**src/rtl/bram_port_arbiter.sv**
```systemverilog
// rtl/bram_port_arbiter.sv - single-port BRAM arbiter: core has absolute priority, host is served in idle cycles
// Host read responses are tracked by a tag shift register matching the BRAM read latency.
module bram_port_arbiter #(
    parameter int ADDR_WIDTH   = 10,
    parameter int DWIDTH       = 32,
    parameter int READ_LATENCY = 1,
    parameter int STARVE_LIMIT = 16,
    localparam int NB_COL      = 4
) (
    input  logic                  clk,
    input  logic                  reset,
    input  logic                  core_en,
    input  logic [NB_COL-1:0]     core_we,
    input  logic [ADDR_WIDTH-1:0] core_addr,
    input  logic [DWIDTH-1:0]     core_wdata,
    output logic [DWIDTH-1:0]     core_rdata,
    input  logic                  host_req_valid,
    output logic                  host_req_ready,
    input  logic [NB_COL-1:0]     host_req_we,
    input  logic [ADDR_WIDTH-1:0] host_req_addr,
    input  logic [DWIDTH-1:0]     host_req_wdata,
    output logic                  host_rsp_valid,
    output logic [DWIDTH-1:0]     host_rsp_rdata,
    output logic                  host_starved,
    output logic                  mem_en,
    output logic [NB_COL-1:0]     mem_we,
    output logic [ADDR_WIDTH-1:0] mem_addr,
    output logic [DWIDTH-1:0]     mem_wdata,
    input  logic [DWIDTH-1:0]     mem_rdata
);

    localparam logic [7:0] LIMIT = 8'(STARVE_LIMIT);

    logic                    w_accept;
    logic                    w_host_rd;
    logic [7:0]              w_wait_nxt;
    logic [7:0]              r_wait;
    logic                    r_starved;
    logic [READ_LATENCY-1:0] r_tag;

    // Ready is a pure function of core_en so the host never sees a combinational loop through valid.
    assign host_req_ready = ~core_en;
    assign w_accept       = host_req_valid & ~core_en;
    assign w_host_rd      = w_accept & (host_req_we == '0);

    always_comb begin
        mem_en    = 1'b0;
        mem_we    = '0;
        mem_addr  = host_req_addr;
        mem_wdata = host_req_wdata;
        if (core_en) begin
            mem_en    = 1'b1;
            mem_we    = core_we;
            mem_addr  = core_addr;
            mem_wdata = core_wdata;
        end else if (host_req_valid) begin
            mem_en = 1'b1;
            mem_we = host_req_we;
        end
    end

    assign core_rdata     = mem_rdata;
    assign host_rsp_rdata = mem_rdata;
    assign host_rsp_valid = r_tag[READ_LATENCY-1];

    generate
        if (READ_LATENCY == 1) begin : g_tag1
            always_ff @(posedge clk or posedge reset) begin
                if (reset) r_tag <= '0;
                else       r_tag <= w_host_rd;
            end
        end else begin : g_tagn
            always_ff @(posedge clk or posedge reset) begin
                if (reset) r_tag <= '0;
                else       r_tag <= {r_tag[READ_LATENCY-2:0], w_host_rd};
            end
        end
    endgenerate

    always_comb begin
        w_wait_nxt = 8'd0;
        if (host_req_valid && core_en)
            w_wait_nxt = (r_wait == 8'hFF) ? r_wait : r_wait + 8'd1;
    end

    // Starved flag compares the counter's next value so it lines up with the cycle the count is reached.
    always_ff @(posedge clk or posedge reset) begin
        if (reset) begin
            r_wait    <= 8'd0;
            r_starved <= 1'b0;
        end else begin
            r_wait    <= w_wait_nxt;
            r_starved <= (w_wait_nxt >= LIMIT);
        end
    end

    assign host_starved = r_starved;

endmodule

```
**config.mk**
```make
export PLATFORM = sky130hd
export DESIGN_NAME = bram_port_arbiter
export DESIGN_NICKNAME = d
export VERILOG_FILES = /design/src/rtl/bram_port_arbiter.sv
export SDC_FILE = /design/constraint.sdc
export NUM_CORES = 1
export LEC_CHECK = 0
export ABC_AREA = 0
export ABC_CLOCK_PERIOD_IN_PS = 1900
export CAP_MARGIN = 10
export CORE_AREA = 3 3 93 95
export CTS_CLUSTER_DIAMETER = 30
export CTS_CLUSTER_SIZE = 16
export DETAILED_ROUTE_END_ITERATION = 8
export DIE_AREA = 0 0 96 98
export DONT_BUFFER_PORTS = 1
export GPL_TIMING_DRIVEN = 0
export MAX_ROUTING_LAYER = met4
export SYNTH_ARGS = -nofsm -noshare
export SYNTH_HDL_FRONTEND = slang
export SYNTH_SLANG_ARGS = --single-unit
```
**constraint.sdc**
```tcl
create_clock -name clk -period 1.9 [get_ports clk]
set_input_delay 0.285 -clock clk [delete_from_list [all_inputs] [get_ports clk]]
set_output_delay 0.285 -clock clk [all_outputs]
set_load 0.02 [all_outputs]
```
==> results of run 1 <==
## state kept, by name (all words and copies together), names as in the netlist
signal and count:
r_wait 8, host_rsp_valid 1, host_starved 1
## worst register-to-register path, cell delays in order, from the launching register on
cell      delay [ns]
dfrtp_1         0.40
ha_1            0.30
nand3_4         0.14
a211o_1         0.31
a211oi_2        0.27
o31ai_2         0.09
## routing by layer
| metal | share of wire | routed length, microns | global-route usage | vias up |
|---|---|---|---|---|
| li1 | - | - | - | 541 |
| met1 | 0.36 | 2040 | 0.1307 | 564 |
| met2 | 0.54 | 3019 | 0.1896 | 110 |
| met3 | 0.082 | 457 | 0.01772 | 8 |
| met4 | 0.015 | 86 | 0.03063 | 0 |
| met5 | 0 | 0 | - | - |
## synthesized netlist by cell type, drive strengths merged
library cell   n  share of area
mux2          42           0.30
nand3          5          0.024
o21bai         1         0.0048
o21ai          1         0.0032
and4           1         0.0063
inv            2         0.0048
and3           1         0.0040
mux2i          2          0.013
a31oi          1         0.0040
nand2          5          0.012
ha             1         0.0079
or2            1         0.0040
nand4          1         0.0079
o31a           1         0.0063
buf           70           0.32
a22o           4          0.022
a211oi         3          0.017
nor3           3         0.0095
dfrtp         10           0.16
and3b          1         0.0055
xor2           2          0.011
nor2b          2         0.0079
o31ai          2          0.013
a211o          1         0.0055
nor2           9          0.026
## power by group through the flow
| stage | logic [mW] | clock network, mW | registers [mW] |
|---|---|---|---|
| floorplan | 0.422 | 0 | 0.221 |
| global placement | 0.471 | 0 | 0.222 |
| detailed placement | 0.470 | 0 | 0.222 |
| CTS | 0.473 | 0.279 | 0.218 |
| global route | 0.487 | 0.301 | 0.218 |
| finish | 0.464 | 0.271 | 0.218 |
## logic make-up (layout without fill, tap and decap cells)
family / after synthesis / in the layout
multiplexers: 44 / 44
XOR/XNOR: 2 / 2
buffers and inverters: 72 / 77
flip-flops: 10 / 10
AO/OA/AOI/OAI: 14 / 14
AND/OR/NAND/NOR: 29 / 29
other: 0 / 1
adder cells (fa/ha/maj): 1 / 1
## metrics by stage
stage	std cells	util	total power [mW]	area, sq um	hold slack, ns
6_report	280	0.2274	0.9533	1775	0.1091
3_3_place_gp	274	0.2188	0.6923	1708	0.1720
5_1_grt	280	0.2274	1.006	1775	0.09545
2_1_floorplan	172	-	0.6437	1580	0.1252
3_5_place_dp	274	0.2188	0.6915	1708	0.1834
4_1_cts	279	0.2271	0.9703	1773	0.1044
## layout make-up
| type | instances | area, sq um |
|---|---|---|
| clock buffers | 4 | 55.05 |
| flip-flops and latches | 10 | 250.2 |
| inverters | 2 | 7.507 |
| fillers | 835 | 6032 |
| diodes | 1 | 2.502 |
| plain buffers | 70 | 510.5 |
| multi-input cells | 90 | 812.0 |
| well taps | 102 | 127.6 |
| repair buffers | 1 | 10.01 |
## what timing repair did
item                      CTS  global route
hold endpoints to repair   10             0
gates resized for setup     0             0
hold buffers                1             0
## how the worst max path moves through the flow
stage	startpoint	endpoint	slack, ns
floorplan	r_wait[0]	host_starved	0.42
global placement	core_en	mem_addr[1]	0.28
detailed placement	core_en	mem_addr[1]	0.28
CTS	r_wait[0]	host_starved	0.25
global route	r_wait[0]	host_starved	0.14
finish	r_wait[0]	host_starved	0.26
==> metrics, run 1 <==
status completed; Worst-Margin Slew between 0.4 and 0.5 ns; CP top delay family compound AO/OA/AOI/OAI gates; sequential power share 0.229; Comb pwr share 0.487; Synth Area in XOR/XNOR 0.01108; syn nets around 300; Worst-Skew Late Latency 0.24 ns; Switching Power 383.4 uW; cell breakdown of the critical path ha_1 > nand3_4 > a211o_1 > a211oi_2 > o31ai_2; Post-layout nets 307; Hold Vio Cnt, Final 0; Pins Over Slew Limit 0; data required time of the critical path ~2.0 ns; Synth Area in Compound Gates 0.07601; Max Cap Viol 0; Syn Area/Cell between 9 and 10 sq um; antenna-violating nets left 0; Peak VDD IR 0.1694 mV; Ys Warns 0; IO Count approximately 240; CP max stage cell dfrtp_1; commonest non-fill, non-tap cell in the layout buf_4; Synth cell types 30; clock buffer depth 2; Synth Area in Adders 0.007918; Int Power roughly 570 uW; RSZ-0062 raised after global routing false; Place WS approximately 0.28 ns; setup bufs post-CTS 0; R2R Path Start r_wait[0]; clk_skew between 0.0015 and 0.002 ns; Cell Pwr Density ~540 mW/mm^2; grt total ovfl 0; DIE HEIGHT between 90 and 100 microns; gpl congestion 0.8987; Synth Cell Area ~0.0016 sq mm; share of layout cells above drive strength 1 0.7006; Arrival @ worst endpoint 1.75 ns; R2R Setup Slk about 0.26 ns; Via Count roughly 1200; simple logic cell fraction of the synthesized area 0.1069; Startpoint Class flop; Total Wirelength around 5600 microns; register bit total from synthesis 10; DR vias/cell 4.368; clock power share 0.284; first-iteration detailed-routing DRC count 15; Layout area overhead 12.35%; DRC Markers 0; first-pass GRT wire length roughly 7600 microns; Hold Startpoint host_req_we[3]; Worst path max stage delay roughly 0.40 ns; CP endpoint kind flop; worst reg-to-reg path cell count 5; crit share post-route 0.8632; Final HPWL DP 5009 microns; mux contribution to synthesized area 0.3120; Slew Limit Headroom 0.7177; CTS root buf clkbuf_8; hold depth 1; f_max roughly 610 MHz; Hold EP host_rsp_valid; core area between 0.007 and 0.008 sq mm; switching part of the total 0.4022; register area share after synthesis 0.1584; # port buffers 0; Worst-path clk slew roughly 0.050 ns; via count of the first global-routing pass about 1300; CTS tree done; crit path time final between 1.5 and 2 ns; kind of critical path flop to flop; GRT Resource Usage Total 0.1103; DIE WIDTH approximately 96 microns; DRT Pass-1 Iters 3; CTS H-tree depth 1; Initial Util 0.2024; most frequent cells in the layout 64 x buf_4, 42 x mux2_2, 10 x dfrtp_1; largest net degree at the start of global routing 11; die area about 0.0094 sq mm; Finish-stage setup viols 0; largest family of logic cells by synthesized area buffers and inverters; Rows 32; Leakage 0.7792 nW; Stages on worst setup path 5; Post-Syn Instances 172; Hold Crit Class primary input to flop; CP Max Fanout 6; routed wire length per instance 20.01 microns; number of buffers created by CTS 3; clk sinks 10; final worst setup slack around 0.26 ns; initial antenna violation count 1; CP Buf/Inv Count 0; setup tns final 0 ns; FF-to-FF End host_starved
Power figures use the tool's default switching activity.
==> run 2: changes to the inputs <==
--- a/config.mk
+++ b/config.mk
@@ -10,3 +10,3 @@
 export CAP_MARGIN = 10
-export CORE_AREA = 3 3 93 95
+export CORE_AREA = 2 2 95 97
 export CTS_CLUSTER_DIAMETER = 30
@@ -14,3 +14,3 @@
 export DETAILED_ROUTE_END_ITERATION = 8
-export DIE_AREA = 0 0 96 98
+export DIE_AREA = 0 0 97 99
 export DONT_BUFFER_PORTS = 1
==> constraint.sdc (replaced) <==
create_clock -name clk -period 1.9 [get_ports clk]
set_input_delay 0.095 -clock clk [delete_from_list [all_inputs] [get_ports clk]]
set_output_delay 0.095 -clock clk [all_outputs]
set_load 0.02 [all_outputs]
==> metrics, run 2 (synthesis results as in run 1) <==
status completed; hold depth 3 (+2); GRT Resource Usage Total 0.1172 (+0.006941); Startpoint Class flop; grt total ovfl 0 (unchanged); Layout area overhead 13.06%; DRT Pass-1 Iters 4 (+1); first-pass GRT wire length 7817 microns (+2.4%); routed wire length per instance 21.68 microns (+8.3%); switching part of the total 0.4248 (+0.02263); Rows 34 (+6.3%); Cell Pwr Density 513.3 mW/mm^2 (-4.4%); number of buffers created by CTS 3 (unchanged); Hold Crit Class primary input to flop; most frequent cells in the layout 64 x buf_4, 42 x mux2_2, 10 x dfrtp_1; die area 0.009603 sq mm (+2.1%); # port buffers 0 (unchanged); first-iteration detailed-routing DRC count 16 (+1); Comb pwr share 0.531 (+0.044); setup bufs post-CTS 0 (unchanged); overall power 917.0 uW (-3.8%); DIE HEIGHT 99 microns (+1.0%); Pins Over Slew Limit 0 (unchanged); clk sinks 10 (unchanged); largest net degree at the start of global routing 11 (unchanged); crit path time final 1.643 ns (+0.002791 ns); Worst-Skew Late Latency 0.23 ns (about the same); f_max 608.7 MHz (-0.17%); DIE WIDTH 97 microns (+1.0%); Largest Register r_wait; Worst-Margin Slew 0.3930 ns (-0.02795 ns); core area 0.008551 sq mm (+9.5%); Via Count 1235 (+0.98%); DR vias/cell 4.318 (-1.1%); clk_skew 0.001806 ns (+0.00007396 ns); DRC Markers 0 (unchanged); CTS H-tree depth 1 (unchanged); clock buffer depth 2 (unchanged); gpl congestion 0.8606 (-4.2%); post-CTS sizing 0 (unchanged); initial antenna violation count 0 (-1); via count of the first global-routing pass 1196 (-6.4%); fin util 0.2090 (-0.01845); CTS root buf clkbuf_8; CP max stage cell dfrtp_1; number of antenna diodes 0 (-1); Slew Limit Headroom 0.7364 (+0.01875); cell breakdown of the critical path ha_1 > nand3_4 > a211o_1 > a211oi_2 > o31ai_2; Max Cap Viol 0 (unchanged); IO Count 242 (unchanged); antenna-violating nets left 0 (unchanged); data required time of the critical path 2.00 ns (about the same); Final HPWL DP 5575 microns (+11%); Switching Power 389.6 uW (+1.6%); RSZ-0062 raised after global routing false; share of layout cells above drive strength 1 0.6910 (-0.009554); Finish-stage setup viols 0 (unchanged); setup tns final 0 ns (unchanged); Worst path max stage delay 0.39 ns (about the same); CTS tree done; worst reg-to-reg path cell count 5 (unchanged); Arrival @ worst endpoint 1.75 ns (about the same); crit share post-route 0.8647 (+0.001469); sequential power share 0.238 (+0.009); kind of critical path flop to flop; clock power share 0.231 (-0.053); Worst-path clk slew 0.04 ns (about the same); Total Wirelength 6200 microns (+11%); Peak VDD IR 0.1805 mV (+6.5%); CP Max Fanout 6 (unchanged); Initial Util 0.1848 (-0.01759); max reg flops 8 (unchanged); commonest non-fill, non-tap cell in the layout buf_4; CP endpoint kind flop; Hold Vio Cnt, Final 0 (unchanged); Place WS 0.2781 ns (-0.001870 ns); final worst setup slack 0.2571 ns (-0.002791 ns); Post-layout nets 309 (+0.65%); Int Power 527.5 uW (-7.4%); Leakage 0.7831 nW (+0.50%)
-- run 2: power groups by stage --
| stage | registers, mW | logic (mW) | clock network [mW] |
|---|---|---|---|
| after CTS | 0.218 | 0.493 | 0.222 |
| final | 0.219 | 0.487 | 0.212 |
| after detailed placement | 0.222 | 0.487 | 0 |
| after global placement | 0.222 | 0.487 | 0 |
| after floorplan | 0.221 | 0.422 | 0 |
| after global routing | 0.218 | 0.505 | 0.235 |
-- run 2: worst max-delay path, delay by kind of cell, from the launching register on --
kind	cells	cell delay (ns)
AO/OA/AOI/OAI	3	0.68
adder cells (fa/ha/maj)	1	0.29
flip-flops	1	0.39
AND/OR/NAND/NOR	1	0.15
-- run 2: path summary, 6_finish.rpt --
| path | from | to | slack [ns] |
|---|---|---|---|
| max | r_wait[0] | host_starved | 0.26 |
| min | host_req_valid | host_starved | 0.15 |
| max reg2reg | r_wait[0] | host_starved | 0.26 |
| min reg2reg | r_wait[1] | r_wait[1] | 0.59 |
| max in group asynchronous | reset | host_starved | 1.34 |
| min in group asynchronous | reset | r_wait[0] | 0.29 |
-- run 2: timing repair --
item	in CTS	in global routing
hold buffers	3	0
hold endpoints to repair	11	0
setup endpoints to repair	0	0
-- run 2: layout make-up --
cell class	instances	area, sq um
buffer	70	510.5
clock buffer	3	41.29
fill	942	6764
inverter	2	7.507
multi-input combinational	90	812.0
sequential	10	250.2
tap	108	135.1
timing repair buffer	3	30.03
-- run 2: layer usage --
layer  part of all wire  GRT usage  up-vias
li1                   -          -      543
met1               0.42     0.1550      577
met2               0.46     0.1688      113
met3               0.12    0.05461        2
met4             0.0015    0.01300        0
met5                  0          -        -
-- run 2: through the flow --
step	instances	area [sq um]	hold WS (ns)
2_1_floorplan	172	1580	-0.06482
3_3_place_gp	280	1715	-0.01093
3_5_place_dp	280	1715	-0.01109
4_1_cts	286	1787	0.1390
5_1_grt	286	1787	0.1484
6_report	286	1787	0.1474
